<file path="config.mk">
export PLATFORM = sky130hd
export DESIGN_NAME = genius_round_ctrl_flat
export DESIGN_NICKNAME = d
export VERILOG_FILES = /design/src/rtl/genius_pkg.sv /design/src/rtl/genius_round_ctrl_if.sv /design/src/rtl/genius_press_detect.sv /design/src/rtl/genius_round_ctrl.sv /design/src/flat_wrapper.sv
export SDC_FILE = /design/constraint.sdc
export NUM_CORES = 1
export LEC_CHECK = 0
export CAP_MARGIN = 30
export CORE_MARGIN = 4
export CORE_UTILIZATION = 39
export DETAILED_ROUTE_END_ITERATION = 16
export GPL_TIMING_DRIVEN = 1
export PLACE_DENSITY_LB_ADDON = 0.12
export SLEW_MARGIN = 20
export SYNTH_ARGS = -nofsm -noshare
export SYNTH_HDL_FRONTEND = slang
export SYNTH_SLANG_ARGS = --single-unit
</file>
<file path="constraint.sdc">
create_clock -name clock -period 3.3 [get_ports clock]
set_input_delay 0.33 -clock clock [delete_from_list [all_inputs] [get_ports clock]]
set_output_delay 0.33 -clock clock [all_outputs]
set_load 0.01 [all_outputs]
</file>
<file path="src/rtl/genius_pkg.sv">
// rtl/genius_pkg.sv - shared state encodings, symbol constants and helpers for the Genius round sequencer
//
// Purpose: one place for the FSM state encoding (also exported on state_o),
//          the 2-bit symbol values and the symbol-to-button mapping.
// Ports:   none (package).

package genius_pkg;

    localparam int BTN_W = 3;
    localparam int SYM_W = 2;

    // Encodings are visible outside the block through state_o, so they are fixed.
    typedef enum logic [2:0] {
        ST_IDLE       = 3'd0,
        ST_GAP        = 3'd1,
        ST_SHOW       = 3'd2,
        ST_WAIT_PRESS = 3'd3,
        ST_WAIT_REL   = 3'd4,
        ST_LEVEL_UP   = 3'd5,
        ST_WIN        = 3'd6,
        ST_LOSE       = 3'd7
    } state_t;

    localparam logic [SYM_W-1:0] SYM0     = 2'd0;
    localparam logic [SYM_W-1:0] SYM1     = 2'd1;
    localparam logic [SYM_W-1:0] SYM2     = 2'd2;
    localparam logic [SYM_W-1:0] SYM_NONE = 2'd3;

    // SYM_NONE maps to no button at all, so no press can ever match it.
    function automatic logic [BTN_W-1:0] sym_to_btn(input logic [SYM_W-1:0] sym);
        logic [BTN_W-1:0] onehot;
        onehot = '0;
        case (sym)
            SYM0:    onehot = 3'b001;
            SYM1:    onehot = 3'b010;
            SYM2:    onehot = 3'b100;
            default: onehot = 3'b000;
        endcase
        return onehot;
    endfunction

endpackage

</file>
<file path="src/rtl/genius_round_ctrl_if.sv">
// rtl/genius_round_ctrl_if.sv - signal bundle between the round sequencer and its surroundings
//
// Purpose: groups the timebase, start, buttons, sequence-store and display/status
//          signals of genius_round_ctrl.
// Modports:
//   slave  - the sequencer: receives tick/start/btn/seq_symbol, drives the rest
//   master - the environment: drives tick/start/btn/seq_symbol, observes the rest
// Signals:
//   tick, start, btn[2:0], seq_symbol[1:0]            environment -> sequencer
//   seq_index, show_valid, show_symbol[1:0], level,
//   state_o[2:0], win, lose, busy                     sequencer -> environment

interface genius_round_ctrl_if #(
    parameter int LEVEL_W = 4
) ();
    logic               tick;
    logic               start;
    logic [2:0]         btn;
    logic [1:0]         seq_symbol;
    logic [LEVEL_W-1:0] seq_index;
    logic               show_valid;
    logic [1:0]         show_symbol;
    logic [LEVEL_W-1:0] level;
    logic [2:0]         state_o;
    logic               win;
    logic               lose;
    logic               busy;

    modport slave (
        input  tick, start, btn, seq_symbol,
        output seq_index, show_valid, show_symbol, level, state_o, win, lose, busy
    );

    modport master (
        output tick, start, btn, seq_symbol,
        input  seq_index, show_valid, show_symbol, level, state_o, win, lose, busy
    );
endinterface

</file>
<file path="src/rtl/genius_press_detect.sv">
// rtl/genius_press_detect.sv - button press edge detector for the Genius round sequencer
//
// Purpose: keeps last cycle's buttons and flags a press only when the buttons
//          leave the all-released state, so a button held across a phase change
//          must be released before it counts.
// Ports:
//   clock         in   system clock
//   reset         in   asynchronous active-low reset
//   btn[2:0]      in   synchronised buttons, 1 = pressed
//   press_evt     out  buttons went from all-released to something pressed
//   press_onehot  out  exactly one button is pressed this cycle
//   all_released  out  no button is pressed this cycle

module genius_press_detect
    import genius_pkg::*;
(
    input  logic             clock,
    input  logic             reset,
    input  logic [BTN_W-1:0] btn,
    output logic             press_evt,
    output logic             press_onehot,
    output logic             all_released
);

    logic [BTN_W-1:0] btn_prev;

    // History resets to all-pressed so a button held through reset is not a press.
    always_ff @(posedge clock or negedge reset) begin
        if (!reset) begin
            btn_prev <= '1;
        end else begin
            btn_prev <= btn;
        end
    end

    assign all_released = (btn == '0);
    assign press_evt    = (btn_prev == '0) && !all_released;
    assign press_onehot = !all_released && ((btn & (btn - 1'b1)) == '0);

endmodule

</file>
<file path="src/rtl/genius_round_ctrl.sv">
// rtl/genius_round_ctrl.sv - Genius game round sequencer: playback, press judging, level/win/lose
//
// Purpose: plays the stored sequence with timed on/gap phases, then judges one
//          press per release against the store, advancing the level or
//          reporting win/lose.
// Optional feature: GENIUS_TIMEOUT_EN - when defined, a press must arrive within
//          TIMEOUT_TICKS tick pulses of entering WAIT_PRESS or the round is lost.
// Ports:
//   clock   in   system clock, rising edge
//   reset   in   asynchronous active-low reset
//   bus     slave modport of genius_round_ctrl_if:
//           tick, start, btn, seq_symbol in; seq_index, show_valid,
//           show_symbol, level, state_o, win, lose, busy out

module genius_round_ctrl
    import genius_pkg::*;
#(
    parameter int LEVEL_W       = 4,
    parameter int MAX_LEVEL     = 15,
    parameter int ON_TICKS      = 4,
    parameter int GAP_TICKS     = 2,
    parameter int TIMEOUT_TICKS = 40,
    parameter int TMR_W         = 8
) (
    input  logic              clock,
    input  logic              reset,
    genius_round_ctrl_if.slave bus
);

    // Elaboration-time sanity checks on the parameter set.
    if (MAX_LEVEL >= (1 << LEVEL_W)) begin : g_bad_max_level
        $error("MAX_LEVEL does not fit in LEVEL_W");
    end
    if ((ON_TICKS >= (1 << TMR_W)) || (GAP_TICKS >= (1 << TMR_W)) ||
        (TIMEOUT_TICKS >= (1 << TMR_W))) begin : g_bad_tmr_w
        $error("TMR_W too narrow for the tick counts");
    end

    localparam logic [TMR_W-1:0]   GAP_LAST = TMR_W'(GAP_TICKS - 1);
    localparam logic [TMR_W-1:0]   ON_LAST  = TMR_W'(ON_TICKS - 1);
    localparam logic [LEVEL_W-1:0] LVL_MAX  = LEVEL_W'(MAX_LEVEL);
`ifdef GENIUS_TIMEOUT_EN
    localparam logic [TMR_W-1:0]   TO_LAST  = TMR_W'(TIMEOUT_TICKS - 1);
`endif

    state_t             state, state_nxt;
    logic [TMR_W-1:0]   timer, timer_nxt;
    logic [LEVEL_W-1:0] level, level_nxt;
    logic [LEVEL_W-1:0] idx, idx_nxt;
    logic               timer_run;

    logic               press_evt;
    logic               press_onehot;
    logic               all_released;
    logic               press_ok;

    genius_press_detect u_press (
        .clock        (clock),
        .reset        (reset),
        .btn          (bus.btn),
        .press_evt    (press_evt),
        .press_onehot (press_onehot),
        .all_released (all_released)
    );

    // A SYM_NONE store entry maps to 3'b000, which a real press never equals.
    assign press_ok = press_onehot && (bus.btn == sym_to_btn(bus.seq_symbol));

    always_ff @(posedge clock or negedge reset) begin
        if (!reset) begin
            state <= ST_IDLE;
            timer <= '0;
            level <= '0;
            idx   <= '0;
        end else begin
            state <= state_nxt;
            timer <= timer_nxt;
            level <= level_nxt;
            idx   <= idx_nxt;
        end
    end

    always_comb begin
        state_nxt = state;
        level_nxt = level;
        idx_nxt   = idx;
        timer_run = 1'b0;

        case (state)
            ST_IDLE: begin
                if (bus.start) begin
                    level_nxt = '0;
                    idx_nxt   = '0;
                    state_nxt = ST_GAP;
                end
            end

            ST_GAP: begin
                timer_run = 1'b1;
                if (bus.tick && (timer == GAP_LAST)) begin
                    state_nxt = ST_SHOW;
                end
            end

            ST_SHOW: begin
                timer_run = 1'b1;
                if (bus.tick && (timer == ON_LAST)) begin
                    if (idx < level) begin
                        idx_nxt   = idx + 1'b1;
                        state_nxt = ST_GAP;
                    end else begin
                        idx_nxt   = '0;
                        state_nxt = ST_WAIT_PRESS;
                    end
                end
            end

            ST_WAIT_PRESS: begin
`ifdef GENIUS_TIMEOUT_EN
                timer_run = 1'b1;
`endif
                // A press in the same cycle as timeout expiry takes priority.
                if (press_evt) begin
                    state_nxt = press_ok ? ST_WAIT_REL : ST_LOSE;
                end
`ifdef GENIUS_TIMEOUT_EN
                else if (bus.tick && (timer == TO_LAST)) begin
                    state_nxt = ST_LOSE;
                end
`endif
            end

            ST_WAIT_REL: begin
                if (all_released) begin
                    if (idx == level) begin
                        state_nxt = ST_LEVEL_UP;
                    end else begin
                        idx_nxt   = idx + 1'b1;
                        state_nxt = ST_WAIT_PRESS;
                    end
                end
            end

            ST_LEVEL_UP: begin
                if (level == LVL_MAX) begin
                    state_nxt = ST_WIN;
                end else begin
                    level_nxt = level + 1'b1;
                    idx_nxt   = '0;
                    state_nxt = ST_GAP;
                end
            end

            ST_WIN:  state_nxt = ST_IDLE;
            ST_LOSE: state_nxt = ST_IDLE;
            default: state_nxt = ST_IDLE;
        endcase

        // Every state change restarts the timer; it only advances on tick pulses
        // in the timed phases.
        if (state_nxt != state) begin
            timer_nxt = '0;
        end else if (timer_run && bus.tick) begin
            timer_nxt = timer + 1'b1;
        end else begin
            timer_nxt = timer;
        end
    end

    // WIN and LOSE last exactly one cycle, so decoding them gives one-cycle pulses.
    assign bus.seq_index   = idx;
    assign bus.level       = level;
    assign bus.state_o     = state;
    assign bus.show_valid  = (state == ST_SHOW);
    assign bus.show_symbol = (state == ST_SHOW) ? bus.seq_symbol : SYM0;
    assign bus.win         = (state == ST_WIN);
    assign bus.lose        = (state == ST_LOSE);
    assign bus.busy        = (state != ST_IDLE);

endmodule

</file>
<file path="src/flat_wrapper.sv">
// flat-port wrapper written by rule: the top's interface ports become plain ports
module genius_round_ctrl_flat import genius_pkg::*;
#(
    parameter int LEVEL_W       = 4,
    parameter int MAX_LEVEL     = 15,
    parameter int ON_TICKS      = 4,
    parameter int GAP_TICKS     = 2,
    parameter int TIMEOUT_TICKS = 40,
    parameter int TMR_W         = 8
)
  (clock, reset, bus_tick, bus_start, bus_btn, bus_seq_symbol, bus_seq_index, bus_show_valid, bus_show_symbol, bus_level, bus_state_o, bus_win, bus_lose, bus_busy);
  genius_round_ctrl_if #(.LEVEL_W(LEVEL_W)) bus_i ();
  input  logic clock;
  input  logic reset;
  input wire logic [$bits(bus_i.tick)-1:0] bus_tick;
  input wire logic [$bits(bus_i.start)-1:0] bus_start;
  input wire logic [$bits(bus_i.btn)-1:0] bus_btn;
  input wire logic [$bits(bus_i.seq_symbol)-1:0] bus_seq_symbol;
  output wire logic [$bits(bus_i.seq_index)-1:0] bus_seq_index;
  output wire logic [$bits(bus_i.show_valid)-1:0] bus_show_valid;
  output wire logic [$bits(bus_i.show_symbol)-1:0] bus_show_symbol;
  output wire logic [$bits(bus_i.level)-1:0] bus_level;
  output wire logic [$bits(bus_i.state_o)-1:0] bus_state_o;
  output wire logic [$bits(bus_i.win)-1:0] bus_win;
  output wire logic [$bits(bus_i.lose)-1:0] bus_lose;
  output wire logic [$bits(bus_i.busy)-1:0] bus_busy;
  assign bus_i.tick = bus_tick;
  assign bus_i.start = bus_start;
  assign bus_i.btn = bus_btn;
  assign bus_i.seq_symbol = bus_seq_symbol;
  assign bus_seq_index = bus_i.seq_index;
  assign bus_show_valid = bus_i.show_valid;
  assign bus_show_symbol = bus_i.show_symbol;
  assign bus_level = bus_i.level;
  assign bus_state_o = bus_i.state_o;
  assign bus_win = bus_i.win;
  assign bus_lose = bus_i.lose;
  assign bus_busy = bus_i.busy;
  genius_round_ctrl #(.LEVEL_W(LEVEL_W), .MAX_LEVEL(MAX_LEVEL), .ON_TICKS(ON_TICKS), .GAP_TICKS(GAP_TICKS), .TIMEOUT_TICKS(TIMEOUT_TICKS), .TMR_W(TMR_W)) u_core (.clock(clock), .reset(reset), .bus(bus_i));
endmodule
</file>
Yosys cells after proc, flatten, opt, wreduce, memory -nomap -nowiden --
Cells that the tools add are included.
Operators by class: $add $sub $neg 4, multipliers 0, div/mod/pow operators 0, order comparisons 1, equality and inequality tests 20, shifts and indexed selects 0, mux-type cells 24, bitwise gates (word level) 1, reductions and logical operators 20
Operators with widths (count):
- 4-bit two-way mux | 7
- 3-bit two-way mux | 7
- 3-bit one-hot mux with 7 select lines | 1
- 8-bit two-way mux | 2
- 4-bit one-hot mux with 4 select lines | 1
- 3-bit equality test (second input constant) | 4
- 3-bit logical NOT | 4
- 3-bit one-hot mux with 3 select lines | 1
- 4-bit by 1-bit adder with 4-bit output (second input constant) | 2
- 8-bit by 1-bit adder with 8-bit output (second input constant) | 1
- 8-bit by 1-bit equality test with 1-bit output (second input constant) | 1
- 8-bit by 2-bit equality test with 1-bit output (second input constant) | 1
- 2-bit != test (second input constant) | 4
- 4-bit one-hot mux with 2 select lines | 1
- 3-bit by 2-bit equality test with 1-bit output (second input constant) | 2
- 1-bit logical AND | 6
- 2-bit two-way mux | 3
- 6-bit AND reduction | 1
- 4-bit equality test | 1
- 4-bit equality test (second input constant) | 1
- 4-bit less-than comparator | 1
- 2-bit nonzero test | 2
- 4-bit nonzero test | 1
- 2-bit OR reduction | 2
- other kinds (13) | 13
Word-level totals: register bits 22, bits in latches 0, bits in writable memories 0, bits in read-only memories 0, input port bits 9, output and inout bits 17, logic and storage cells 75, memories 0

Depth between registers and ports, before layout --
Gate-level depths: netlist of run 1.
depth after elaboration 10, mapped depth 8, gate-level depth less buffers 8

Hierarchy --
Synthesis of run 1 repeated with hierarchy kept, for this count alone.
Unflattened totals: cells, all modules 156, area, all modules 1529.0 µm²
Modules (own cells, without submodules):
- genius_round_ctrl | times used 1, cells an instance 148, area an instance 1412.6 µm², sequential area each 475.5 µm²
- genius_press_detect | times used 1, cells an instance 8, area an instance 116.4 µm², sequential area each 78.8 µm²

Least setup slack after synthesis of run 1 --
OpenSTA, ideal clock, no wires.
kind register to register, from register u_core.level[2] (netlist: u_core.bus.level[2]), to register u_core.timer[0], arrival time 1.683 ns, slack 1.531 ns, stages on the path, launching flop included 9, cell sequence dfrtp_1 > inv_1 > ha_1 > nand4_1 > a21oi_1 > a21oi_1 > a21oi_1 > a22oi_4 > nor3_1
Between the ends: longest elaborated chain between the ends 6
Ends and longest elaborated chain:
- from (decl) | RTL line genius_round_ctrl.sv:48 | logic [LEVEL_W-1:0] level, level_nxt;
- from (signal assigned) | RTL line genius_round_ctrl.sv:78 | level <= level_nxt;
- 4-bit less-than comparator or 4-bit equality test (tied branches) | RTL line genius_round_ctrl.sv:108, genius_round_ctrl.sv:135
- 2-bit two-way mux or 3-bit two-way mux (tied branches) | RTL line genius_round_ctrl.sv:108, genius_round_ctrl.sv:135
- 3-bit two-way mux (on tied branches) | RTL line genius_round_ctrl.sv:107, genius_round_ctrl.sv:134
- 3-bit one-hot mux with 7 select lines * | RTL line genius_round_ctrl.sv:89 | case (state)
- 3-bit != test * | RTL line genius_round_ctrl.sv:161 | if (state_nxt != state) begin
- 8-bit two-way mux or 2-bit nonzero test (tied branches)
- to (signal assigned) | RTL line genius_round_ctrl.sv:77 | timer <= timer_nxt;
- to (decl) | RTL line genius_round_ctrl.sv:47 | logic [TMR_W-1:0] timer, timer_nxt;
Mark *: on every way between the ends. The rest lies on a longest branch, timed or not. A chain may end at the register's enable or synchronous reset.

Final worst setup path of run 1 --
from register u_core.state[0] (netlist: u_core.bus.state_o[0]), to output bus_show_valid
Between the ends: longest elaborated chain between the ends 1
Ends and longest elaborated chain:
- from (decl) | RTL line genius_round_ctrl.sv:46 | state_t state, state_nxt;
- from (signal assigned) | RTL line genius_round_ctrl.sv:76 | state <= state_nxt;
- 3-bit by 2-bit equality test with 1-bit output | RTL line genius_round_ctrl.sv:174 | assign bus.show_valid = (state == ST_SHOW);
- to (decl) | RTL line flat_wrapper.sv:20 | output wire logic [$bits(bus_i.show_valid)-1:0] bus_show_valid;
Every way passes these cells.

==> results of run 1 <==
-- layout make-up --
class,count,share of cell area
Timing Repair Buffer,26,0.145
Inverter,13,0.0266
Clock buffer,4,0.0246
Multi-Input combinational cell,124,0.469
Sequential cell,22,0.302
Tap cell,48,0.0328
-- kinds of logic after synthesis --
logic type	count (synthesis)
xor gates and xnor gates	9
DFF	22
AOI/OAI and AO/OA	37
and+or+nand+nor	69
adders and majority gates	8
muxes	1
buffers and inverters	18
-- layer usage --
metal / up-vias / share of wire / GRT usage
met2: 26 / 0.47 / 0.251
met5: - / 0 / 0
met3: 2 / 0.037 / 0.0288
met1: 602 / 0.49 / 0.194
met4: 0 / 0.0030 / 0.0255
li1: 651 / - / -
-- cell usage in the layout (no fill, tap or decap), drive strengths merged, types with 2 or more instances in the layout --
cell	synthesis	routed
a21oi	11	11
a22oi	4	4
and3	3	3
clkbuf	0	4
clkdlybuf4s50	0	25
dfrtp	19	19
dfstp	3	3
ha	8	8
inv	13	13
nand2	17	17
nand2b	3	3
nand3	6	6
nand4	6	6
nor2	14	14
nor3	12	12
nor4	3	3
o211ai	2	2
o21ai	9	9
o311a	2	2
xnor2	4	4
xor2	5	5
-- synthesized netlist by cell type (4+ instances only) --
library cell	count	area, µm²
dfrtp_1	19	475
nand2_1	17	63.8
nand4_1	5	31.3
a21oi_1	11	55.1
nand3_1	6	30.0
inv_1	12	45.0
o21ai_0	8	40.0
ha_1	8	100
xor2_1	5	43.8
xnor2_1	4	35.0
nor3_1	10	50.1
buf_4	5	37.5
nor2_1	13	48.8
-- report_power, final --
group | leakage [nW] | internal, mW | switching (mW) | total, mW
Clock | 0.0228 | 0.0860 | 0.0876 | 0.174
Combinational | 0.414 | 0.217 | 0.266 | 0.483
Sequential | 0.290 | 0.297 | 0.0814 | 0.378
-- metrics by stage --
stage	power (mW)	area [µm²]	setup slack (ps)	utilization	hold WS [ps]
finish	1.03	1830	848	0.497	410
detailed placement	0.871	1790	1050	0.485	530
global placement	0.860	1770	1110	0.481	524
global route	1.12	1830	736	0.497	440
floorplan	0.724	1500	1530	-	34.4
CTS	1.05	1830	850	0.497	421
-- registers in the layout, summed over array words and instances, names as in the netlist --
signal and count:
u_core.timer 8, u_core.bus.level 4, u_core.bus.seq_index 4, u_core.bus.state_o 3, u_core.u_press.btn_prev 3
-- how the worst max path moves through the flow --
stage | end | from
after floorplan | u_core.timer[0]$_DFFE_PN0P_ | u_core.bus.level[2]$_DFFE_PN0P_
after global placement | bus_show_valid | u_core.bus.state_o[0]$_DFF_PN0_
after detailed placement | u_core.timer[5]$_DFFE_PN0P_ | bus_btn[0]
after CTS | bus_show_valid | u_core.bus.state_o[0]$_DFF_PN0_
after global routing | bus_show_valid | u_core.bus.state_o[0]$_DFF_PN0_
final | bus_show_valid | u_core.bus.state_o[0]$_DFF_PN0_
==> flow_metrics.env, run 1 <==
export IMPL_status="completed"
export IMPL_synth_compound_area_frac=0.186
export IMPL_finClkSkew_ps=1.05
export IMPL_die_area_mm2=0.00490
export IMPL_maxCapViolations=0
export IMPL_yosys_area_share_simple=0.260
export IMPL_setup_viol=0
export IMPL_antenna_cells=0
export IMPL_cp_depth=4
export IMPL_slew_headroom=0.569
export IMPL_critPathRequiredTime_ps=2970
export IMPL_crit_type="flop to output port"
export IMPL_path_cells="nor2_1 > nand2_1 > inv_1 > clkdlybuf4s50_1"
export IMPL_crit_path_max_incr_delay_ps=620
export IMPL_cts_hold_buf=0
export IMPL_drc=0
export IMPL_seq_area_um2=554
export IMPL_ys_flop_type="dfrtp_1"
export IMPL_vias=1281
export IMPL_cts_root_buf="clkbuf_8"
export IMPL_wire_per_inst_um=14.3
export IMPL_hp_class="input port to asynchronous set/reset pin"
export IMPL_placementRows=22
export IMPL_start_util=0.407
export IMPL_critical_path_max_fanout=17
export IMPL_post_route_period_util=0.743
export IMPL_yosys_register_bits=22
export IMPL_ioPinCount=26
export IMPL_cts_setup_buffers=0
export IMPL_syn_inst=164
export IMPL_yosys_warnings=0
export IMPL_drt_iter0_drc=36
export IMPL_ir_worst_vdd_uv=332
export IMPL_report_final_slew_viol_count=0
export IMPL_gp_congestion=0.843
export IMPL_tns_ps=0
export IMPL_avgViaCountPerCell=5.41
export IMPL_syn_area_mm2=0.00150
export IMPL_io_buffers=25
export IMPL_nets=207
export IMPL_max_freq_mhz=408
export IMPL_areaGrowthSynthToFinish_pct=22.2
export IMPL_insertion_delay_ps=260
export IMPL_critPathCaptureType="output port"
export IMPL_synth_distinct_cells=46
export IMPL_grt_pass1_wl_um=5980
export IMPL_rsz0062_at_grt="false"
export IMPL_leakage_nw=0.726
export IMPL_dp_hpwl_um=2660
export IMPL_cp_num_buf_inv=2
export IMPL_startpoint_type="flop"
export IMPL_synth_seq_area_share=0.369
export IMPL_tightest_slew_ps=647
export IMPL_cts_tree="done"
export IMPL_synth_top_family_by_area="simple AND/OR/NAND/NOR gates"
export IMPL_routed_wl_um=3390
export IMPL_synth_area_per_cell_um2=9.15
export IMPL_dieWidth_um=70.0
export IMPL_synth_xor_area_share=0.0525
export IMPL_rrSetupSlack_ps=1140
export IMPL_dieHeight_um=70.0
export IMPL_drtAntennaViolNets=0
export IMPL_post_route_min_period_ps=2450
export IMPL_place_inst=233
export IMPL_grt_usage=0.147
export IMPL_reg2regPathDepth=6
export IMPL_cts_buffers=3
export IMPL_cp_top_family="buffers and inverters"
export IMPL_h_tree_depth=1
export IMPL_ctsResizeCount=0
export IMPL_grt_overflow_total=0
export IMPL_powerDensity_mw_per_mm2=565
export IMPL_rr_startpoint="u_core.bus.state_o[0]$_DFF_PN0_"
export IMPL_multiInputGateArea_um2=860
export IMPL_drive_above_1_share=0.116
export IMPL_hold_viol_final=0
export IMPL_synth_adder_area_share=0.0667
export IMPL_synthMuxAreaShare=0.00751
export IMPL_cts_sinks=22
export IMPL_synth_nets=181
export IMPL_final_cells=237
export IMPL_rr_endpoint="u_core.timer[2]$_DFFE_PN0P_"
export IMPL_synth_edf_count=0
export IMPL_core_area_mm2=0.00369
export IMPL_num_fill_cells=366
export IMPL_grt_pass1_vias=1259
export IMPL_drt_first_pass_iters=4
export IMPL_grt_start_max_net_pins=18
export IMPL_synthArstFlopShare=1.00
export IMPL_cpMaxStageDelayCell="dfrtp_1"
export IMPL_cts_path_max_buffers=2
export IMPL_path_clk_slew_ps=80
export IMPL_antenna_found_initial=0
export IMPL_crit_arrival_ps=2120
Note: power is estimated with default switching activity, not from simulation.
==> run 2: changes to the inputs <==
Clock period 3.3 ns to 2.38 ns, I/O delays scaled along.
==> flow_metrics.env, run 2 (synthesis results as in run 1) <==
export IMPL_rr_startpoint="u_core.bus.level[2]$_DFFE_PN0P_"
export IMPL_placementRows=22
export IMPL_drtAntennaViolNets=0
export IMPL_maxCapViolations=0
export IMPL_finClkSkew_ps=5.35
export IMPL_setup_viol=0
export IMPL_wire_per_inst_um=14.1
export IMPL_post_route_period_util=0.943
export IMPL_path_cells="nor2_1 > nand2_1 > inv_1 > clkdlybuf4s50_1"
export IMPL_drt_first_pass_iters=4
export IMPL_p_int_mw=0.890
export IMPL_routed_wl_um=3410
export IMPL_dp_hpwl_um=2670
export IMPL_areaGrowthSynthToFinish_pct=24.4
export IMPL_top_register="u_core.timer"
export IMPL_reg2regPathDepth=8
export IMPL_powerDensity_mw_per_mm2=810
export IMPL_cts_setup_buffers=0
export IMPL_cts_hold_buf=0
export IMPL_critPathRequiredTime_ps=2140
export IMPL_rr_endpoint="u_core.timer[3]$_DFFE_PN0P_"
export IMPL_ctsResizeCount=0
export IMPL_cts_root_buf="clkbuf_8"
export IMPL_crit_type="flop to output port"
export IMPL_comb_power_share=0.486
export IMPL_rsz0062_at_grt="false"
export IMPL_drive_above_1_share=0.140
export IMPL_path_clk_slew_ps=90
export IMPL_max_freq_mhz=445
export IMPL_tightest_slew_ps=455
export IMPL_drc=0
export IMPL_critical_path_max_fanout=10
export IMPL_vias=1314
export IMPL_grt_pass1_vias=1258
export IMPL_antenna_cells=0
export IMPL_antenna_found_initial=0
export IMPL_cts_path_max_buffers=2
export IMPL_p_sw_frac=0.411
export IMPL_grt_usage=0.146
export IMPL_avgViaCountPerCell=5.45
export IMPL_ir_worst_vdd_uv=387
export IMPL_die_area_mm2=0.00490
export IMPL_critPathCaptureType="output port"
export IMPL_cts_buffers=3
export IMPL_cp_num_buf_inv=2
export IMPL_dpl_worst_slack_ps=226
export IMPL_grt_start_max_net_pins=23
export IMPL_crit_path_max_incr_delay_ps=570
export IMPL_insertion_delay_ps=260
export IMPL_final_core_util=0.506
export IMPL_final_cell_mix="clkdlybuf4s50_1, dfrtp_1, nand2_1, nor2_1, inv_1"
export IMPL_dieHeight_um=70.0
export IMPL_io_buffers=25
export IMPL_core_area_mm2=0.00369
export IMPL_cp_top_family="buffers and inverters"
export IMPL_hold_viol_final=0
export IMPL_grt_overflow_total=0
export IMPL_final_common_cell="clkdlybuf4s50_1"
export IMPL_largest_reg_flops=8
export IMPL_clock_power_share=0.185
export IMPL_ioPinCount=26
export IMPL_nets=211
export IMPL_dieWidth_um=70.0
export IMPL_cts_tree="done"
export IMPL_hp_class="input port to asynchronous set/reset pin"
export IMPL_start_util=0.407
export IMPL_report_final_slew_viol_count=0
export IMPL_startpoint_type="flop"
export IMPL_drt_iter0_drc=35
export IMPL_rrSetupSlack_ps=400
export IMPL_switchingPower_mw=0.621
export IMPL_grt_pass1_wl_um=5950
export IMPL_crit_arrival_ps=2010
export IMPL_cpMaxStageDelayCell="clkdlybuf4s50_1"
export IMPL_setup_slack_ps=135
export IMPL_power_frac_seq=0.329
export IMPL_post_route_min_period_ps=2240
export IMPL_slew_headroom=0.696
export IMPL_tns_ps=0
export IMPL_status="completed"
export IMPL_leakage_nw=0.749
export IMPL_cts_sinks=22
export IMPL_h_tree_depth=1
export IMPL_gp_congestion=0.909
## run 2: cell types whose count changed in the layout (fill, tap and decap cells not counted), sizes merged
cell  before  now
buf        1    5
## run 2: power by group through the flow
stage	clock network (mW)	logic (mW)	registers, mW
detailed placement	0	0.739	0.504
floorplan	0	0.540	0.464
global route	0.304	0.809	0.502
CTS	0.283	0.738	0.496
finish	0.279	0.735	0.497
global placement	0	0.731	0.501
## run 2: how the worst max path moves through the flow
stage	start	end	slack, ps	cells after the start
detailed placement	bus_btn[0]	u_core.timer[7]$_DFFE_PN0P_	230	7
floorplan	u_core.bus.level[2]$_DFFE_PN0P_	u_core.timer[0]$_DFFE_PN0P_	610	8
global placement	bus_btn[0]	u_core.timer[7]$_DFFE_PN0P_	290	7
CTS	u_core.bus.state_o[0]$_DFF_PN0_	bus_show_valid	150	4
global route	u_core.bus.state_o[0]$_DFF_PN0_	bus_show_valid	30	4
finish	u_core.bus.state_o[0]$_DFF_PN0_	bus_show_valid	140	4
## run 2: area by class of cell
class	count	area, µm²
repair buffers	30	288
well taps	48	60.1
fillers	373	1820
flip-flops and latches	22	554
clock buffers	4	55.1
inverters	13	48.8
multi-input cells	124	860
## run 2: layer usage
layer / vias to the layer above / wire length, µm / global-route usage
met2: 28 / 1620 / 0.236
met5: - / 0 / 0
li1: 656 / - / -
met4: 0 / 25 / 0.0383
met3: 4 / 142 / 0.0259
met1: 626 / 1620 / 0.199
## run 2: per-stage QoR
step                total power, mW  instances  hold WS (ps)  cell area (µm²)
finish                         1.51        241           315             1870
global route                   1.61        241           340             1870
CTS                            1.52        241           333             1870
detailed placement             1.24        237           534             1810
global placement               1.23        237           526             1810
floorplan                      1.00        164         -57.6             1500
==> patch 1 (settings of run 2) <==
`TMR_W` is set to 8 in 2 places; all go to 9.
--- a/src/rtl/genius_round_ctrl.sv
+++ b/src/rtl/genius_round_ctrl.sv
@@ -20,7 +20,7 @@
     parameter int ON_TICKS      = 4,
     parameter int GAP_TICKS     = 2,
     parameter int TIMEOUT_TICKS = 40,
-    parameter int TMR_W         = 8
+    parameter int TMR_W         = 9
 ) (
     input  logic              clock,
     input  logic              reset,
--- a/src/flat_wrapper.sv
+++ b/src/flat_wrapper.sv
@@ -6,7 +6,7 @@
     parameter int ON_TICKS      = 4,
     parameter int GAP_TICKS     = 2,
     parameter int TIMEOUT_TICKS = 40,
-    parameter int TMR_W         = 8
+    parameter int TMR_W         = 9
 )
   (clock, reset, bus_tick, bus_start, bus_btn, bus_seq_symbol, bus_seq_index, bus_show_valid, bus_show_symbol, bus_level, bus_state_o, bus_win, bus_lose, bus_busy);
   genius_round_ctrl_if #(.LEVEL_W(LEVEL_W)) bus_i ();
Formal check against the unedited RTL: no difference found for any inputs over 10 cycles, from zero or initial values and one cycle with reset low; that may be too few to reach the edited logic, so the function may still have changed.
==> patch 1 against run 2 <==
- synthesized area increased by 3.2%
- synthesized cell count increased by 1.2%
- sequential cell count increased by 1
- cell area increased by 3.6%
- sequential power increased by 6.6%
- clock skew decreased by 0.0022 ns
- total power increased by 1.9%
- worst setup slack improved by 0.060 ns
- wire length increased by 6.0%
- highest routed layer unchanged
==> patch 1: results <==
{
  "place_area_um2": 1888,
  "placedCellCount": 241,
  "wire_per_inst_um": 14.74,
  "first_iter_violations": 58,
  "power_switching_share_pct": 38.98,
  "grt_start_max_net_pins": 24,
  "layout_setup_ws_ns": 0.1954,
  "firstDrtPassIters": 5,
  "reg2reg_from": "u_core.timer[0]",
  "routed_wl_um": 3611,
  "r2r_end": "u_core.timer[1]",
  "largest_reg_flops": 9,
  "synth_top_area_share_pct": 32.34,
  "grt_pass1_vias": 1436,
  "reg2regPathDepth": 7,
  "p_seq_share_pct": 34.5,
  "cpPeakStageDelay_ns": 0.53,
  "synth_cell_types": 49,
  "ir_worst_vdd_v": 0.0003163,
  "whs_ns": 0.3284,
  "nets": 215,
  "p_leak_nw": 0.8025,
  "hpwlAfterDp_um": 2869,
  "finClkSkew_ns": 0.003121,
  "status": "finished clean",
  "gp_congestion": 0.8911,
  "drive_above_1_share_pct": 12.69,
  "critPathLaunch": "u_core.bus.state_o[2]",
  "grt_pass1_wl_um": 6306,
  "syn_nets": 183,
  "synthTopCellsByArea": "dfrtp_1 32%, ha_1 6.5%, dfstp_2 5.1%"
}
-- patch 1: cell families (layout without fill, tap and decap cells) --
kind of cell / after synthesis / count (layout) / share of synthesized area, %
DFF: 23 / 23 / 37.43
muxes: 1 / 1 / 0.7275
AOI/OAI and AO/OA: 31 / 31 / 16.82
adders and majority gates: 8 / 8 / 6.468
xor gates and xnor gates: 10 / 10 / 5.659
and+or+nand+nor: 76 / 76 / 28.29
buffers and inverters: 17 / 48 / 4.607
-- patch 1: metal layers --
metal	routed length [um]	vias to the layer above	part of all wire [%]	GRT usage, %
met5	0	-	0	0
met4	17	0	0.47	4.802
met3	177	2	4.9	3.835
met2	1750	31	48	26.26
met1	1666	653	46	18.50
li1	-	660	-	-
-- patch 1: cell type report --
class | instances | area (um2)
timing repair buffer | 33 | 310.3
inverter | 11 | 41.29
fill | 349 | 1810
clock buffer | 4 | 45.04
tap | 48 | 60.06
sequential | 23 | 579.3
multi-input combinational | 126 | 897.1
==> patch 2 (flow settings as in run 2) <==
Made on the original files. Compare `timer` against `ON_LAST` with >= in place of ==.
--- a/src/rtl/genius_round_ctrl.sv
+++ b/src/rtl/genius_round_ctrl.sv
@@ -104,7 +104,7 @@
 
             ST_SHOW: begin
                 timer_run = 1'b1;
-                if (bus.tick && (timer == ON_LAST)) begin
+                if (bus.tick && (timer >= ON_LAST)) begin
                     if (idx < level) begin
                         idx_nxt   = idx + 1'b1;
                         state_nxt = ST_GAP;
Formal check against the unedited RTL: same outputs for any inputs over 10 cycles, from zero or initial values and one cycle with reset low; that may be too few to reach the edited logic, so the function may still have changed.
==> patch 2 against run 2 <==
- clock skew rose by 0.0080 ns
- via count fell by 4.6%
- critical path depth rose by 1
- worst setup slack improved by 0.053 ns
- sequential cell count did not move
- register-to-register slack got worse by 0.18 ns
- final cell count fell by 2.1%
- sequential share of layout area rose by 0.86 points
- hold slack got worse by 0.057 ns
- cell area fell by 2.8%
- synthesized cell count fell by 8.5%
- synthesized area fell by 8.2%
- wire length fell by 5.2%
- total power fell by 14%
- critical path type unchanged
==> patch 2: results <==
{
  "status": "finished clean",
  "first_iter_violations": 66,
  "hpwlAfterDp_um": 2560,
  "cts_root_buf": "clkbuf_4",
  "wire_per_inst_um": 13.69,
  "synthTopCellsByCount": "19 x dfrtp_1, 17 x nor2_1, 14 x nand2_1",
  "p_leak_nw": 0.7884,
  "synth_xor_area_share_pct": 5.722,
  "track_usage_pct": 15.86,
  "via_count": 1253,
  "fin_area_um2": 1813,
  "drive_above_1_share_pct": 15.79,
  "worst_pin_slew_ns": 0.4174,
  "cpPeakStageDelay_ns": 0.55,
  "nets": 208,
  "path_max_fanout": 8,
  "yosysSeqAreaShare_pct": 40.24,
  "r2r_slack_ns": 0.22,
  "reg2reg_from": "u_core.timer[6]",
  "path_clk_slew_ns": 0.13,
  "p_seq_share_pct": 36.2,
  "r2r_end": "u_core.timer[1]",
  "placedCellCount": 232,
  "synth_mux_area_share_pct": 0.8174,
  "grt_pass1_vias": 1217,
  "crit_arrival_ns": 1.95,
  "synth_cell_types": 41,
  "synth-compound-area-share_pct": 14.53,
  "reg2regPathDepth": 7,
  "grt_pass1_wl_um": 5457,
  "synth-adder-area-share_pct": 7.266,
  "synthTopCellsByArea": "dfrtp_1 35%, ha_1 7.3%, dfstp_2 5.7%",
  "ir_worst_vdd_v": 0.0004390,
  "gp_congestion": 0.8750,
  "syn_nets": 167,
  "powerComb_mw": 0.622
}
patch 2: cell types whose count changed after synthesis, moves of 3 or more:
cell     before  now
nand2_1      17   14
a21oi_1      11    7
buf_4         5    0
inv_1        12    8
nor3_1       10    3
a31oi_1       0    3
nor2_1       13   17
patch 2: how the worst max path moves through the flow:
stage | from | endpoint | cells past startpoint | slack (ns)
after floorplan | u_core.timer[7] | u_core.timer[1] | 7 | 0.38
after global placement | bus_btn[1] | u_core.timer[1] | 10 | 0.25
after detailed placement | bus_btn[2] | u_core.timer[1] | 10 | 0.10
after CTS | u_core.bus.state_o[2] | bus_show_valid | 5 | 0.19
after global routing | u_core.timer[7] | u_core.timer[1] | 7 | 0.1
final | u_core.bus.state_o[2] | bus_show_valid | 5 | 0.19
patch 2: stage by stage:
| stage | power, mW | worst slack [ns] | utilization [%] | hold WS [ns] |
|---|---|---|---|---|
| after floorplan | 0.8522 | 0.3757 | - | -0.05759 |
| final | 1.297 | 0.1879 | 53.91 | 0.2582 |
| after global placement | 1.083 | 0.2509 | 52.83 | 0.5223 |
| after global routing | 1.407 | 0.09830 | 53.91 | 0.2708 |
| after CTS | 1.312 | 0.1894 | 53.91 | 0.2652 |
| after detailed placement | 1.102 | 0.1016 | 52.83 | 0.5316 |
patch 2: worst max-delay path: cells and delay by family, from the launching register on:
family,cells,cell delay [ns]
buf+inv,3,0.87
flops,1,0.49
simple gates,2,0.29
patch 2: cell type report:
cell class                 count  area (um2)
timing repair buffer          39       355.3
multi-input combinational    117       779.5
clock buffer                   4       36.28
fill                         332        1550
tap                           46       57.56
inverter                       8       30.03
sequential                    22       554.3
patch 2: routing by layer:
metal	GRT usage [%]	vias up	wire length [um]
met2	27.48	26	1581
met3	2.662	4	121
met1	20.02	596	1497
met5	0	-	0
li1	-	627	-
met4	5.063	0	29
